## src/rtl/q2_ctrl_alu.sv

```systemverilog
// -----------------------------------------------------------------------------
// q2_ctrl_alu
//   Sequencer, bit-serial ALU and push-button input port of the Q2 12-bit
//   bit-serial CPU. An instruction word read from the data bus is decoded into
//   a 3-bit opcode and a deref bit. The FSM then steps FETCH / DEREF / EXEC and
//   drives the strobes of the external 12-bit slice datapath (A, X, P, memory).
//   This block also holds the carry flag F, the run/halt latch and the button
//   debouncers.
//
// Ports
//   clk, rst            single clock; asynchronous active-low reset
//   dbus[11:0]          instruction/operand from RAM (or buttons during IN)
//   a0, x0              LSBs of the A and X shift registers
//   x_is_pm1            datapath compare X == P-1 (detects "jmp $")
//   start_sw, stop_sw,
//   incp_sw, dep_sw     front-panel switches (synchronous levels)
//   btn[3:0]            raw push buttons (asynchronous, bouncy)
//   io_rd               IO read strobe; drives btn_oe
//   wro ... wrf         one-cycle active-high datapath strobes
//   xhin_* / xlin_*     load source select for X[11:7] / X[6:0]
//   alu_out, alu_cout   serial result bit and carry out of the current bit
//   f, run              carry flag and running status
//   btn_data, btn_oe    {8'b0, debounced buttons} and its output enable
// -----------------------------------------------------------------------------
module q2_ctrl_alu #(
  parameter int WIDTH    = 12,
  parameter int DEBOUNCE = 50000
) (
  input  logic        clk,
  input  logic        rst,
  input  logic [11:0] dbus,
  input  logic        a0,
  input  logic        x0,
  input  logic        x_is_pm1,
  input  logic        start_sw,
  input  logic        stop_sw,
  input  logic        incp_sw,
  input  logic        dep_sw,
  input  logic [3:0]  btn,
  input  logic        io_rd,
  output logic        wro,
  output logic        wra,
  output logic        rda,
  output logic        wrx,
  output logic        rdx,
  output logic        wrp,
  output logic        rdp,
  output logic        incp,
  output logic        wrm,
  output logic        io,
  output logic        wrf,
  output logic        xhin_shift,
  output logic        xhin_p,
  output logic        xhin_zero,
  output logic        xhin_dbus,
  output logic        xlin_shift,
  output logic        xlin_dbus,
  output logic        alu_out,
  output logic        alu_cout,
  output logic        f,
  output logic        run,
  output logic [11:0] btn_data,
  output logic        btn_oe
);

  typedef enum logic [2:0] {
    OP_LEA = 3'd0,
    OP_LD  = 3'd1,
    OP_ADD = 3'd2,
    OP_NOR = 3'd3,
    OP_ST  = 3'd4,
    OP_JC  = 3'd5,
    OP_JMP = 3'd6,
    OP_IN  = 3'd7
  } op_e;

  // S_LOAD is the X <= mem[X] operand fetch shared by LD/ADD/NOR.
  // S_PWRM / S_PINCP are the front-panel deposit / increment pulses.
  typedef enum logic [3:0] {
    S_IDLE,
    S_FETCH,
    S_DEREF,
    S_LOAD,
    S_SHIFT,
    S_ST,
    S_JC,
    S_JMP,
    S_IN,
    S_PWRM,
    S_PINCP
  } state_e;

  localparam int CNT_W = (WIDTH > 1) ? $clog2(WIDTH) : 1;
  localparam int DB_W  = (DEBOUNCE > 1) ? $clog2(DEBOUNCE) : 1;
  localparam logic [CNT_W-1:0] LAST_BIT = CNT_W'(WIDTH - 1);
  localparam logic [DB_W-1:0]  DB_LAST  = DB_W'(DEBOUNCE - 1);

  state_e           state;
  op_e              opcode;
  logic             deref;
  logic [CNT_W-1:0] bit_cnt;
  logic             start_q, incp_q, dep_q;
  logic             start_rise, incp_rise, dep_rise;
  logic             run_nxt;
  state_e           after_exec;
  op_e              dbus_op;

  assign start_rise = start_sw & ~start_q;
  assign incp_rise  = incp_sw  & ~incp_q;
  assign dep_rise   = dep_sw   & ~dep_q;
  assign dbus_op    = op_e'(dbus[11:9]);

  // First EXEC state for a given opcode.
  function automatic state_e exec_entry(input op_e op);
    case (op)
      OP_LEA:                return S_SHIFT;
      OP_LD, OP_ADD, OP_NOR: return S_LOAD;
      OP_ST:                 return S_ST;
      OP_JC:                 return S_JC;
      OP_JMP:                return S_JMP;
      default:               return S_IN;
    endcase
  endfunction

  // Run latch: start only from IDLE with stop released; stop or a
  // self-jump ("jmp $") halts. The instruction in flight still completes.
  always_comb begin
    // NOTE: every combinational output gets a default first so no path
    // leaves it unassigned, which would otherwise infer a latch.
    run_nxt = run;
    if (state == S_IDLE && start_rise && !stop_sw) run_nxt = 1'b1;
    if (stop_sw)                                   run_nxt = 1'b0;
    if (state == S_JMP && x_is_pm1)                run_nxt = 1'b0;
  end

  assign after_exec = run_nxt ? S_FETCH : S_IDLE;

  // ---------------------------------------------------------------------------
  // Sequencer
  // ---------------------------------------------------------------------------
  always_ff @(posedge clk or negedge rst) begin
    if (!rst) begin
      state   <= S_IDLE;
      opcode  <= OP_LEA;
      deref   <= 1'b0;
      bit_cnt <= '0;
      f       <= 1'b0;
      run     <= 1'b0;
      start_q <= 1'b0;
      incp_q  <= 1'b0;
      dep_q   <= 1'b0;
    end else begin
      // NOTE: sequential state uses non-blocking assignments so every
      // register samples pre-edge values regardless of statement order.
      start_q <= start_sw;
      incp_q  <= incp_sw;
      dep_q   <= dep_sw;
      run     <= run_nxt;
      if (wrf) f <= alu_cout;

      case (state)
        S_IDLE: begin
          if (start_rise && !stop_sw) state <= S_FETCH;
          else if (dep_rise)          state <= S_PWRM;
          else if (incp_rise)         state <= S_PINCP;
        end
        S_PWRM:  state <= S_PINCP;
        S_PINCP: state <= S_IDLE;
        S_FETCH: begin
          opcode <= dbus_op;
          deref  <= dbus[8];
          state  <= dbus[8] ? S_DEREF : exec_entry(dbus_op);
        end
        S_DEREF: state <= exec_entry(opcode);
        S_LOAD: begin
          // ADD starts its serial sum with a clear carry.
          if (opcode == OP_ADD) f <= 1'b0;
          bit_cnt <= '0;
          state   <= S_SHIFT;
        end
        S_SHIFT: begin
          if (bit_cnt == LAST_BIT) begin
            bit_cnt <= '0;
            state   <= after_exec;
          end else begin
            bit_cnt <= bit_cnt + 1'b1;
          end
        end
        S_ST, S_JC, S_JMP, S_IN: state <= after_exec;
        default: state <= S_IDLE;
      endcase
    end
  end

  // ---------------------------------------------------------------------------
  // Datapath strobes, decoded from the current state
  // ---------------------------------------------------------------------------
  always_comb begin
    wro = 1'b0; wra = 1'b0; rda = 1'b0; wrx = 1'b0; rdx = 1'b0; wrp = 1'b0;
    rdp = 1'b0; incp = 1'b0; wrm = 1'b0; io = 1'b0; wrf = 1'b0;
    xhin_shift = 1'b0; xhin_p = 1'b0; xhin_zero = 1'b0; xhin_dbus = 1'b0;
    xlin_shift = 1'b0; xlin_dbus = 1'b0;
    case (state)
      S_FETCH: begin
        // X <= {page ? P[11:7] : 0, dbus[6:0]}; P advances past the word.
        rdp       = 1'b1;
        wro       = 1'b1;
        wrx       = 1'b1;
        xlin_dbus = 1'b1;
        xhin_p    = dbus[7];
        xhin_zero = ~dbus[7];
        incp      = 1'b1;
      end
      S_DEREF, S_LOAD: begin
        rdx       = 1'b1;
        wrx       = 1'b1;
        xhin_dbus = 1'b1;
        xlin_dbus = 1'b1;
      end
      S_SHIFT: begin
        wra        = 1'b1;
        wrx        = 1'b1;
        xhin_shift = 1'b1;
        xlin_shift = 1'b1;
        wrf        = (opcode == OP_ADD);
      end
      S_ST: begin
        rdx = 1'b1;
        rda = 1'b1;
        wrm = 1'b1;
      end
      S_JC: begin
        rdx = f;
        wrp = f;
      end
      S_JMP: begin
        rdx = 1'b1;
        wrp = 1'b1;
      end
      S_IN: begin
        io  = 1'b1;
        wra = 1'b1;
      end
      S_PWRM:  wrm  = 1'b1;
      S_PINCP: incp = 1'b1;
      default: ;
    endcase
  end

  // ---------------------------------------------------------------------------
  // Bit-serial ALU: one result bit per shift cycle, LSB first
  // ---------------------------------------------------------------------------
  always_comb begin
    alu_out  = 1'b0;
    alu_cout = 1'b0;
    if (state == S_SHIFT) begin
      case (opcode)
        OP_ADD: begin
          alu_out  = a0 ^ x0 ^ f;
          alu_cout = (a0 & x0) | (a0 & f) | (x0 & f);
        end
        OP_NOR:  alu_out = ~(a0 | x0);
        default: alu_out = x0;
      endcase
    end
  end

  // ---------------------------------------------------------------------------
  // Button port: 2-flop synchronizer, then a per-bit hold counter. A new level
  // is accepted only after it has held for DEBOUNCE consecutive cycles; any
  // return to the accepted level restarts the count.
  // ---------------------------------------------------------------------------
  logic [3:0]      btn_s1, btn_s2, btn_q;
  logic [DB_W-1:0] db_cnt [4];

  always_ff @(posedge clk or negedge rst) begin
    if (!rst) begin
      btn_s1 <= '0;
      btn_s2 <= '0;
      btn_q  <= '0;
      for (int i = 0; i < 4; i++) db_cnt[i] <= '0;
    end else begin
      btn_s1 <= btn;
      btn_s2 <= btn_s1;
      for (int i = 0; i < 4; i++) begin
        if (btn_s2[i] == btn_q[i]) begin
          db_cnt[i] <= '0;
        end else if (db_cnt[i] == DB_LAST) begin
          btn_q[i]  <= btn_s2[i];
          db_cnt[i] <= '0;
        end else begin
          db_cnt[i] <= db_cnt[i] + 1'b1;
        end
      end
    end
  end

  assign btn_data = {8'b0, btn_q};
  assign btn_oe   = io_rd;

  // Address bits and the latched deref flag are consumed by the external
  // datapath / sequencing only; fold them here so they are visibly intentional.
  logic unused;
  assign unused = ^{dbus[6:0], deref};

endmodule

```

## config.mk

```make
export PLATFORM = sky130hd
export DESIGN_NAME = q2_ctrl_alu
export DESIGN_NICKNAME = d
export VERILOG_FILES = /design/src/rtl/q2_ctrl_alu.sv
export SDC_FILE = /design/constraint.sdc
export NUM_CORES = 1
export LEC_CHECK = 0
export ABC_AREA = 1
export BUFFER_PORTS_ARGS = -buffer_cell sky130_fd_sc_hd__buf_2
export CAP_MARGIN = 20
export CORE_MARGIN = 4
export CORE_UTILIZATION = 63
export DETAILED_ROUTE_END_ITERATION = 7
export GPL_TIMING_DRIVEN = 0
export PLACE_DENSITY = 0.81
export SLEW_MARGIN = 15
export SYNTH_ARGS = -nofsm -noshare
export SYNTH_HDL_FRONTEND = slang
export SYNTH_SLANG_ARGS = --single-unit
```

## constraint.sdc

```tcl
create_clock -name clk -period 3 [get_ports clk]
set_input_delay 0.6 -clock clk [delete_from_list [all_inputs] [get_ports clk]]
set_output_delay 0.6 -clock clk [all_outputs]
set_load 0.02 [all_outputs]
```

==> reports/metrics.cfg <==
[layout]
fill_cells=632
final_cell_mix=nand2_1 (145), nor2_1 (126), inv_1 (92), dfrtp_1 (92), buf_2 (42)
post-route-util=0.731
design_area_sq_um=5680
synthToLayoutAreaGrowth_pct=12.1
layout_commonest_cell=nand2_1
num_antenna_cells=0
nets=759
drive_gt1_frac=0.144

[global_routing]
antenna_found_initial=0
grt_max_degree=49
grt_overflow=0
grt_pass1_vias=4252
grt_usage=0.223
grt_pass1_wl_microns=17900

[sta]
rsz0062_at_grt=no
tightestPinTransition_ps=576
relSlewSlack=0.616
setup_viol=0
hold_viol_final=0
fin_crit_ps=2300
slew_violations=0
fin_worst_skew_ps=12.8
fmax_mhz=435
finalSetupTns_ps=0
fin_crit_sh=0.766

[critical_path]
arrival_ps=1700
cp-end-kind=output port
crit_fanout=5
crit_type=register to output port
required_ps=2400
critPathLaunchType=register

[floorplanning]
initial_core_util=0.652
core_sq_um=7770
rows=32
io_pins=60
die_y_microns=97.7
die_area_sq_um=9540
die_x_microns=97.7

[route]
antenna_left=0
num_vias=4359
vias_per_cell=5.23
first_pass_iters=5
wire_per_inst_microns=12.3
drc_errors=0
wl_microns=10200
drt_iter0_drc=149

[power]
max-vdd-ir-drop_v=0.000437
total_power_uw=3030
p_leak_uw=0.00271
power_density_nw_per_um2=534

[logic_synthesis]
synth.distinct_cells=35
syn_area_per_cell_sq_um=7.63
syn_inst=664
synth_top_area_frac=0.455
synthTopCellsByArea=dfrtp_1 (45%), nand2_1 (11%), nor2_1 (9.3%)
ys_seq_area_frac=0.455
synth-seq-cells=92
synth_warnings=0
synth_area_leader_cell=dfrtp_1
synthesis.area_sq_um=5060

[clock_tree]
cts_buffers=9
htree_levels=3
post_cts.repair.setup_buffers=0
clk_latency_ps=370
path_clk_slew_ps=90
cts_root_buf=clkbuf_8
ctsResizeCount=0
cts_buffer_depth=2
cts_tree=done
ctsHoldBuffers=0
clock_sinks=92

[run_status]
status=finished, final reports clean

[placed_design]
dpl-instance-area_sq_um=5460
place.gp.congestion=0.844
dp_hpwl_microns=7710
numPortBuffers=43

[run]
drv_cap=0

[min_path]
hold_path_class=input pin to async pin

## registers in the layout, summed over array words and instances (netlist names)
| signal | cells |
|---|---|
| bit_cnt | 4 |
| btn_q | 4 |
| opcode | 3 |
| run | 1 |
| f | 1 |
| db_cnt | 64 |
| btn_s2 | 4 |
| state | 4 |
| btn_s1 | 4 |
| incp_q | 1 |
| start_q | 1 |
| dep_q | 1 |
## logic make-up (layout without fill, tap and decap cells)
kind of cell / Yosys count / in the layout / synth area share
fa+ha+maj: 7 / 7 / 0.0188
xor+xnor: 29 / 29 / 0.0502
compound gates: 44 / 44 / 0.0489
buf+inv: 105 / 165 / 0.0865
other cells: 1 / 8 / 0.000741
simple gates: 386 / 386 / 0.340
flops: 92 / 92 / 0.455
## worst max-delay path, cell delays in order, from the launching register on
cell and delay (ps):
dfrtp_1 420, inv_1 120, nand2_1 90, nor2_1 300, inv_1 100, o2111ai_1 110, buf_2 200
## worst paths after layout
| kind | start | endpoint | slack (ps) | cells past startpoint |
|---|---|---|---|---|
| min | rst | db_cnt[15] | 240 | 1 |
| max | state[0] | rdx | 700 | 6 |
| max in group asynchronous | rst | db_cnt[16] | 2140 | 2 |
| max reg2reg | db_cnt[48] | db_cnt[53] | 1380 | 8 |
| min reg2reg | btn_s1[2] | btn_s2[2] | 360 | 0 |
| min in group clk | btn[1] | btn_s1[1] | 330 | 1 |
## synth_stat cells
master     number
nor3_1         23
a21oi_1        19
inv_4           1
conb_1          1
nand3_2         1
o22ai_1         1
nand2_2        11
a22o_1          1
buf_4          11
xnor2_1         4
nor3b_1         4
xor2_1         25
o21ai_1         2
nor3_4          1
a32oi_1         1
a211oi_1        1
nor2_4          4
a22oi_1         1
and2_1          1
ha_1            6
nand3b_1        4
nor2_2         12
o21bai_1        3
nor3_2          4
dfrtp_1        92
o211ai_1        1
inv_1          92
o2111ai_1       1
nor2_1        126
clkinv_1        1
nand2_1       145
nand4_1        15
nand3_1        35
fa_1            1
o21ai_0        13
## area by class of cell
| class | count | area (sq um) | share of cell area |
|---|---|---|---|
| clock buffers | 9 | 124 | 0.0218 |
| repair buffers | 44 | 245 | 0.0432 |
| clock inverters | 7 | 91.3 | 0.0161 |
| inverters | 94 | 355 | 0.0626 |
| multi-input cells | 474 | 2350 | 0.414 |
| plain buffers | 11 | 82.6 | 0.0145 |
| flip-flops and latches | 92 | 2300 | 0.405 |
| well taps | 102 | 128 | 0.0225 |
## metrics by stage
| step | instances | hold slack [ps] | setup slack, ps |
|---|---|---|---|
| 4_1_cts | 833 | 243 | 701 |
| 5_1_grt | 833 | 260 | 562 |
| 3_3_place_gp | 816 | 333 | 510 |
| 2_1_floorplan | 671 | 304 | 870 |
| 6_report | 833 | 236 | 703 |
| 3_5_place_dp | 817 | 338 | 785 |
## where the power goes
group	switching (uW)	internal, uW
sequential	90.4	1330
combinational	483	239
clock	482	407
## layer usage
metal / vias to the layer above / wire [microns] / global-route usage
met4: 0 / 139 / 0.0618
li1: 2188 / - / -
met5: - / 0 / 0
met1: 2049 / 4390 / 0.272
met2: 107 / 5210 / 0.391
met3: 15 / 472 / 0.0567
Note: power is estimated with default switching activity, not from simulation.
